--- src/rtl/mem_arb_pkg.sv ---
// Shared types for mem_port_arbiter: FSM state and transaction owner encodings.
package mem_arb_pkg;

  typedef enum logic [1:0] {
    IDLE = 2'b00,
    BUSY = 2'b01,
    RESP = 2'b10
  } state_e;

  typedef enum logic {
    OWN_F = 1'b0,
    OWN_L = 1'b1
  } owner_e;

endpackage

--- src/rtl/mem_port_arbiter_if.sv ---
// Memory-side port of mem_port_arbiter: arbiter is master, memory wrapper is slave.
interface mem_port_arbiter_if #(
  parameter int unsigned ADDR_W = 64,
  parameter int unsigned DATA_W = 64
);
  logic              mem_req;
  logic              mem_we;
  logic [ADDR_W-1:0] mem_addr;
  logic [DATA_W-1:0] mem_wdata;
  logic [DATA_W-1:0] mem_rdata;
  logic              mem_ready;

  modport master (
    output mem_req, mem_we, mem_addr, mem_wdata,
    input  mem_rdata, mem_ready
  );

  modport slave (
    input  mem_req, mem_we, mem_addr, mem_wdata,
    output mem_rdata, mem_ready
  );
endinterface

--- src/rtl/mem_arb_rr.sv ---
// Combinational 2-way round-robin pick; on a tie the requester that was not granted last wins.
module mem_arb_rr
  import mem_arb_pkg::*;
(
  input  logic   f_req,
  input  logic   l_req,
  input  owner_e last,
  output logic   grant_f,
  output logic   grant_l,
  output logic   any
);

  always_comb begin
    any     = f_req | l_req;
    grant_f = f_req & (~l_req | (last == OWN_L));
    grant_l = l_req & (~f_req | (last == OWN_F));
  end

endmodule

--- src/rtl/mem_port_arbiter.sv ---
// mem_port_arbiter: shares one memory port between fetch and load/store, one transaction at a time.
// Optional BUSY timeout abort is compiled in when MEM_ARB_TIMEOUT_EN is defined.
module mem_port_arbiter
  import mem_arb_pkg::*;
#(
  parameter int unsigned ADDR_W  = 64,
  parameter int unsigned DATA_W  = 64,
  parameter int unsigned TIMEOUT = 15
) (
  input  logic               clk,
  input  logic               rst_n,
  input  logic               f_req,
  input  logic [ADDR_W-1:0]  f_addr,
  output logic               f_gnt,
  output logic               f_done,
  input  logic               l_req,
  input  logic               l_we,
  input  logic [ADDR_W-1:0]  l_addr,
  input  logic [DATA_W-1:0]  l_wdata,
  output logic               l_gnt,
  output logic               l_done,
  output logic [DATA_W-1:0]  rdata,
  output logic               err,
  mem_port_arbiter_if.master mem
);

  if (TIMEOUT == 0) begin : g_timeout_chk
    $error("mem_port_arbiter: TIMEOUT must be nonzero");
  end

  state_e            state_q, state_d;
  owner_e            owner_q, owner_d;
  owner_e            last_q, last_d;
  logic              f_gnt_q, f_gnt_d, l_gnt_q, l_gnt_d;
  logic              f_done_q, f_done_d, l_done_q, l_done_d;
  logic [DATA_W-1:0] rdata_q, rdata_d;
  logic              mem_req_q, mem_req_d, mem_we_q, mem_we_d;
  logic [ADDR_W-1:0] mem_addr_q, mem_addr_d;
  logic [DATA_W-1:0] mem_wdata_q, mem_wdata_d;
  logic              grant_f, grant_l, any;
  logic              finish;

`ifdef MEM_ARB_TIMEOUT_EN
  localparam int unsigned CNT_W = $clog2(TIMEOUT + 1);
  logic [CNT_W-1:0] cnt_q, cnt_d;
  logic             err_q, err_d;
`endif

  mem_arb_rr u_rr (
    .f_req   (f_req),
    .l_req   (l_req),
    .last    (last_q),
    .grant_f (grant_f),
    .grant_l (grant_l),
    .any     (any)
  );

  always_comb begin
    state_d     = state_q;
    owner_d     = owner_q;
    last_d      = last_q;
    f_gnt_d     = 1'b0;
    l_gnt_d     = 1'b0;
    f_done_d    = 1'b0;
    l_done_d    = 1'b0;
    rdata_d     = rdata_q;
    mem_req_d   = mem_req_q;
    mem_we_d    = mem_we_q;
    mem_addr_d  = mem_addr_q;
    mem_wdata_d = mem_wdata_q;
    finish      = 1'b0;
`ifdef MEM_ARB_TIMEOUT_EN
    cnt_d       = cnt_q;
    err_d       = 1'b0;
`endif
    unique case (state_q)
      IDLE: begin
        if (any) begin
          state_d   = BUSY;
          mem_req_d = 1'b1;
`ifdef MEM_ARB_TIMEOUT_EN
          cnt_d     = '0;
`endif
        end
        if (grant_f) begin
          owner_d     = OWN_F;
          last_d      = OWN_F;
          f_gnt_d     = 1'b1;
          mem_addr_d  = f_addr;
          mem_we_d    = 1'b0;
          mem_wdata_d = '0;
        end
        if (grant_l) begin
          owner_d     = OWN_L;
          last_d      = OWN_L;
          l_gnt_d     = 1'b1;
          mem_addr_d  = l_addr;
          mem_we_d    = l_we;
          mem_wdata_d = l_wdata;
        end
      end
      BUSY: begin
        if (mem.mem_ready) begin
          finish = 1'b1;
          if (!mem_we_q) rdata_d = mem.mem_rdata;
        end
`ifdef MEM_ARB_TIMEOUT_EN
        // Counter value TIMEOUT-1 here means this is the TIMEOUT-th idle BUSY cycle.
        else if (cnt_q == CNT_W'(TIMEOUT - 1)) begin
          finish  = 1'b1;
          err_d   = 1'b1;
          rdata_d = '0;
        end else begin
          cnt_d = cnt_q + 1'b1;
        end
`endif
        if (finish) begin
          state_d   = RESP;
          mem_req_d = 1'b0;
          f_done_d  = (owner_q == OWN_F);
          l_done_d  = (owner_q == OWN_L);
        end
      end
      RESP:    state_d = IDLE;
      default: state_d = IDLE;
    endcase
  end

  always_ff @(posedge clk or negedge rst_n) begin
    if (!rst_n) begin
      state_q     <= IDLE;
      owner_q     <= OWN_F;
      last_q      <= OWN_F;
      f_gnt_q     <= 1'b0;
      l_gnt_q     <= 1'b0;
      f_done_q    <= 1'b0;
      l_done_q    <= 1'b0;
      rdata_q     <= '0;
      mem_req_q   <= 1'b0;
      mem_we_q    <= 1'b0;
      mem_addr_q  <= '0;
      mem_wdata_q <= '0;
`ifdef MEM_ARB_TIMEOUT_EN
      cnt_q       <= '0;
      err_q       <= 1'b0;
`endif
    end else begin
      state_q     <= state_d;
      owner_q     <= owner_d;
      last_q      <= last_d;
      f_gnt_q     <= f_gnt_d;
      l_gnt_q     <= l_gnt_d;
      f_done_q    <= f_done_d;
      l_done_q    <= l_done_d;
      rdata_q     <= rdata_d;
      mem_req_q   <= mem_req_d;
      mem_we_q    <= mem_we_d;
      mem_addr_q  <= mem_addr_d;
      mem_wdata_q <= mem_wdata_d;
`ifdef MEM_ARB_TIMEOUT_EN
      cnt_q       <= cnt_d;
      err_q       <= err_d;
`endif
    end
  end

  assign f_gnt         = f_gnt_q;
  assign l_gnt         = l_gnt_q;
  assign f_done        = f_done_q;
  assign l_done        = l_done_q;
  assign rdata         = rdata_q;
  assign mem.mem_req   = mem_req_q;
  assign mem.mem_we    = mem_we_q;
  assign mem.mem_addr  = mem_addr_q;
  assign mem.mem_wdata = mem_wdata_q;
`ifdef MEM_ARB_TIMEOUT_EN
  assign err           = err_q;
`else
  assign err           = 1'b0;
`endif

endmodule

--- src/flat_wrapper.sv ---
// flat-port wrapper written by rule: the top's interface ports become plain ports
module mem_port_arbiter_flat import mem_arb_pkg::*;
#(
  parameter int unsigned ADDR_W  = 64,
  parameter int unsigned DATA_W  = 64,
  parameter int unsigned TIMEOUT = 15
)
  (clk, rst_n, f_req, f_addr, f_gnt, f_done, l_req, l_we, l_addr, l_wdata, l_gnt, l_done, rdata, err, mem_mem_req, mem_mem_we, mem_mem_addr, mem_mem_wdata, mem_mem_rdata, mem_mem_ready);
  mem_port_arbiter_if #(.ADDR_W(ADDR_W), .DATA_W(DATA_W)) mem_i ();
  input  logic clk;
  input  logic rst_n;
  input  logic f_req;
  input  logic [ADDR_W-1:0] f_addr;
  output logic f_gnt;
  output logic f_done;
  input  logic l_req;
  input  logic l_we;
  input  logic [ADDR_W-1:0] l_addr;
  input  logic [DATA_W-1:0] l_wdata;
  output logic l_gnt;
  output logic l_done;
  output logic [DATA_W-1:0] rdata;
  output logic err;
  output wire logic [$bits(mem_i.mem_req)-1:0] mem_mem_req;
  output wire logic [$bits(mem_i.mem_we)-1:0] mem_mem_we;
  output wire logic [$bits(mem_i.mem_addr)-1:0] mem_mem_addr;
  output wire logic [$bits(mem_i.mem_wdata)-1:0] mem_mem_wdata;
  input wire logic [$bits(mem_i.mem_rdata)-1:0] mem_mem_rdata;
  input wire logic [$bits(mem_i.mem_ready)-1:0] mem_mem_ready;
  assign mem_mem_req = mem_i.mem_req;
  assign mem_mem_we = mem_i.mem_we;
  assign mem_mem_addr = mem_i.mem_addr;
  assign mem_mem_wdata = mem_i.mem_wdata;
  assign mem_i.mem_rdata = mem_mem_rdata;
  assign mem_i.mem_ready = mem_mem_ready;
  mem_port_arbiter #(.ADDR_W(ADDR_W), .DATA_W(DATA_W), .TIMEOUT(TIMEOUT)) u_core (.clk(clk), .rst_n(rst_n), .f_req(f_req), .f_addr(f_addr), .f_gnt(f_gnt), .f_done(f_done), .l_req(l_req), .l_we(l_we), .l_addr(l_addr), .l_wdata(l_wdata), .l_gnt(l_gnt), .l_done(l_done), .rdata(rdata), .err(err), .mem(mem_i));
endmodule
--- config.mk ---
export PLATFORM = sky130hd
export DESIGN_NAME = mem_port_arbiter_flat
export DESIGN_NICKNAME = d
export VERILOG_FILES = /design/src/rtl/mem_arb_pkg.sv /design/src/rtl/mem_port_arbiter_if.sv /design/src/rtl/mem_arb_rr.sv /design/src/rtl/mem_port_arbiter.sv /design/src/flat_wrapper.sv
export SDC_FILE = /design/constraint.sdc
export NUM_CORES = 1
export LEC_CHECK = 0
export CORE_AREA = 8 8 171 173
export DETAILED_ROUTE_END_ITERATION = 8
export DIE_AREA = 0 0 179 181
export PLACE_DENSITY = 0.7
export SYNTH_ARGS = -nofsm -noshare
export SYNTH_HDL_FRONTEND = slang
export SYNTH_SLANG_ARGS = --single-unit
--- constraint.sdc ---
create_clock -name clk -period 4.35 [get_ports clk]
set_input_delay 0.87 -clock clk [delete_from_list [all_inputs] [get_ports clk]]
set_output_delay 0.87 -clock clk [all_outputs]
set_load 0.02 [all_outputs]
==> impl_metrics.json <==
{
  "power_w": 0.0106,
  "rsz0062_at_grt": "false",
  "num_antenna_cells": 0,
  "syn_area_um2": 7950,
  "synth-warning-count": 0,
  "row_count": 60,
  "drtPass1Iterations": 5,
  "cts.htree.levels": 1,
  "outcome": "finished, final reports clean",
  "cts_hold_buf": 0,
  "critPathBufInv": 1,
  "crit_fanout": 3,
  "critical_path.top_delay_family": "buffers and inverters",
  "grt_pass1_vias": 7572,
  "ir_worst_vdd_uv": 443,
  "grt_overflow": 0,
  "die_w_um": 179,
  "slew_violations": 0,
  "cap_violations": 0,
  "wl_mm": 30.8,
  "io_pins": 461,
  "cts_setup_buffers": 0,
  "multiInputGateArea_um2": 2650,
  "critPathCaptureType": "output port",
  "leakagePower_nw": 5.72,
  "max-clock-path-buffers": 3,
  "layout-drive-gt1-share": 0.0927,
  "dr.first_iter.drc_count": 357,
  "seq_area_um2": 5030,
  "power_density_nw_per_um2": 776,
  "timing.critical_path.slowest_cell_delay_ns": 0.69,
  "setup_viol": 0,
  "clockRootBuffer": "clkbuf_16",
  "core_um2": 26500,
  "utilization": 0.514,
  "dp_hpwl_mm": 22.9,
  "critPathLaunchType": "flip-flop",
  "post-route-min-period_ns": 2.59,
  "placement.io_buffers": 459,
  "synthCells": 663,
  "clock_latency_ns": 0.52,
  "crit_path_cell_trace": "clkdlybuf4s50_1",
  "fmax_mhz": 387,
  "post-route-drc-count": 0,
  "area_growth_pct": 71.3,
  "detail-route-antenna-nets": 0,
  "wl_per_cell_um": 21.0,
  "cp.arrival_ns": 1.72,
  "die-area_um2": 32400,
  "slew_headroom": 0.421,
  "criticalPathCategory": "reg -> out",
  "yosysSeqAreaShare": 0.633,
  "dr_total_vias": 7101,
  "synth_area_per_cell_um2": 12.0,
  "crit_required_ns": 3.48,
  "min-delay-path-class": "in -> async",
  "synth_seq_cells": 201,
  "setup_slack_ns": 1.76,
  "syn_nets": 925,
  "grt_max_degree": 97,
  "ctsResizeCount": 0,
  "grt_antenna_before_repair": 1,
  "post_drt_via_cell_ratio": 4.85,
  "fill_cells": 2385,
  "worst_pin_slew_ns": 0.868,
  "start_util": 0.300,
  "finClkSkew_ns": 0.0173,
  "ys_types": 25,
  "gp_congestion": 0.792,
  "cp_slowest_cell": "clkdlybuf4s50_1",
  "setup_tns_ns": 0,
  "cts_made_buffers": 24,
  "period_share": 0.594,
  "die_y_um": 181,
  "track_usage": 0.180,
  "grt_pass1_wl_mm": 45.9,
  "final_net_count": 1366,
  "tritoncts": "done",
  "path_clk_slew_ns": 0.06,
  "hold_viol_final": 0,
  "dpl_worst_slack_ns": 1.29,
  "cts_sinks": 201
}
[metrics by stage]
step,cells,hold WS (ns),instance area [um^2]
3_3_place_gp,1419,0.462,12800
2_1_floorplan,663,0.463,7950
4_1_cts,1463,0.456,13600
3_5_place_dp,1419,0.471,12800
5_1_grt,1463,0.490,13600
6_report,1463,0.426,13600
[sequential cells by signal, indices dropped and copies added (netlist names), 2 cells and up]
name                  flops
u_core.mem.mem_addr      64
u_core.mem.mem_wdata     64
u_core.rdata             64
u_core.state_q            2
[Yosys cell counts]
cell,instances,area (um^2)
a21o_1,1,7.51
nor3_2,1,10.0
nor2_1,3,11.3
buf_2,21,105
buf_1,6,22.5
a31oi_1,64,400
nand3b_4,1,20.0
o21ai_0,1,5.00
mux2_2,42,473
or2_1,1,6.26
nand2b_1,1,6.26
nand2_1,131,492
a22o_1,65,569
and2_1,1,6.26
inv_1,3,11.3
a2111oi_0,1,8.76
dfrtp_1,201,5030
nor2_8,1,20.0
conb_1,1,3.75
a21boi_0,1,7.51
mux2_1,22,248
clkbuf_1,17,63.8
a21oi_1,64,320
a21bo_2,1,10.0
buf_4,12,90.1
[worst register-to-register path, delay by kind of cell (launching register included)]
family,cells,cell delay [ns]
flip-flops,1,0.50
AO/OA/AOI/OAI,1,0.10
buffers and inverters,1,0.34
AND/OR/NAND/NOR,2,1.41
[power breakdown]
group	leakage [nW]	switching (W)	internal [W]
sequential	2.41	0.000564	0.00282
combinational	2.91	0.00270	0.00253
clock	0.392	0.000784	0.00117
[cell families (layout without fill, tap and decap cells)]
logic type	Yosys count	count (layout)	share of synthesized area
DFF	201	201	0.633
other	1	1	0.000472
buffers and inverters	59	518	0.0368
and+or+nand+nor	140	140	0.0719
AOI/OAI and AO/OA	198	198	0.167
muxes	64	64	0.0907
[area by class of cell]
type,instances,area share
repair buffers,471,0.345
clock buffers,37,0.0543
well taps,341,0.0313
multi-input cells,403,0.195
flip-flops and latches,201,0.370
inverters,3,0.000827
clock inverters,7,0.00359
[layer usage]
layer  vias to the layer above  GRT usage  wire length (um)
met3                        58     0.0553              2950
li1                       3247          -                 -
met2                       330      0.314             15600
met1                      3464      0.204             11300
met5                         -          0                13
met4                         2     0.0629               954
[placed cells by master (no fill, tap or decap)]
cell type        count
nand2b_1             1
nand2_2              1
or2_2                1
clkinv_8             1
clkinvlp_4           1
nor3_4               1
nand2_1            130
a21o_1               1
nor2_4               1
buf_12               1
a21oi_1             64
mux2_1              22
clkdlybuf4s50_1    458
mux2_2              42
and2_2               1
clkinv_2             5
clkbuf_1             4
a21boi_4             1
inv_1                3
clkbuf_16           24
a31oi_1             64
buf_4               11
nand3b_4             1
o21ai_0              1
dfrtp_1            201
clkbuf_8            10
a21bo_2              1
a2111oi_0            1
nor2_1               2
conb_1               1
a22o_1              65
nor2_8               1
[worst paths after layout]
path	depth (start not counted)	slack (ns)	endpoint	start
max	1	1.76	mem_mem_we	u_core.mem.mem_we
min	1	0.43	u_core.rdata[62]	rst_n
max reg2reg	4	1.88	u_core.mem.mem_addr[36]	u_core.state_q[0]
min reg2reg	2	0.48	u_core.mem.mem_req	u_core.mem.mem_req
max in group asynchronous	2	2.85	u_core.mem.mem_addr[62]	rst_n
min in group clk	2	0.48	u_core.mem.mem_req	u_core.mem.mem_req
Power figures use the tool's default switching activity.
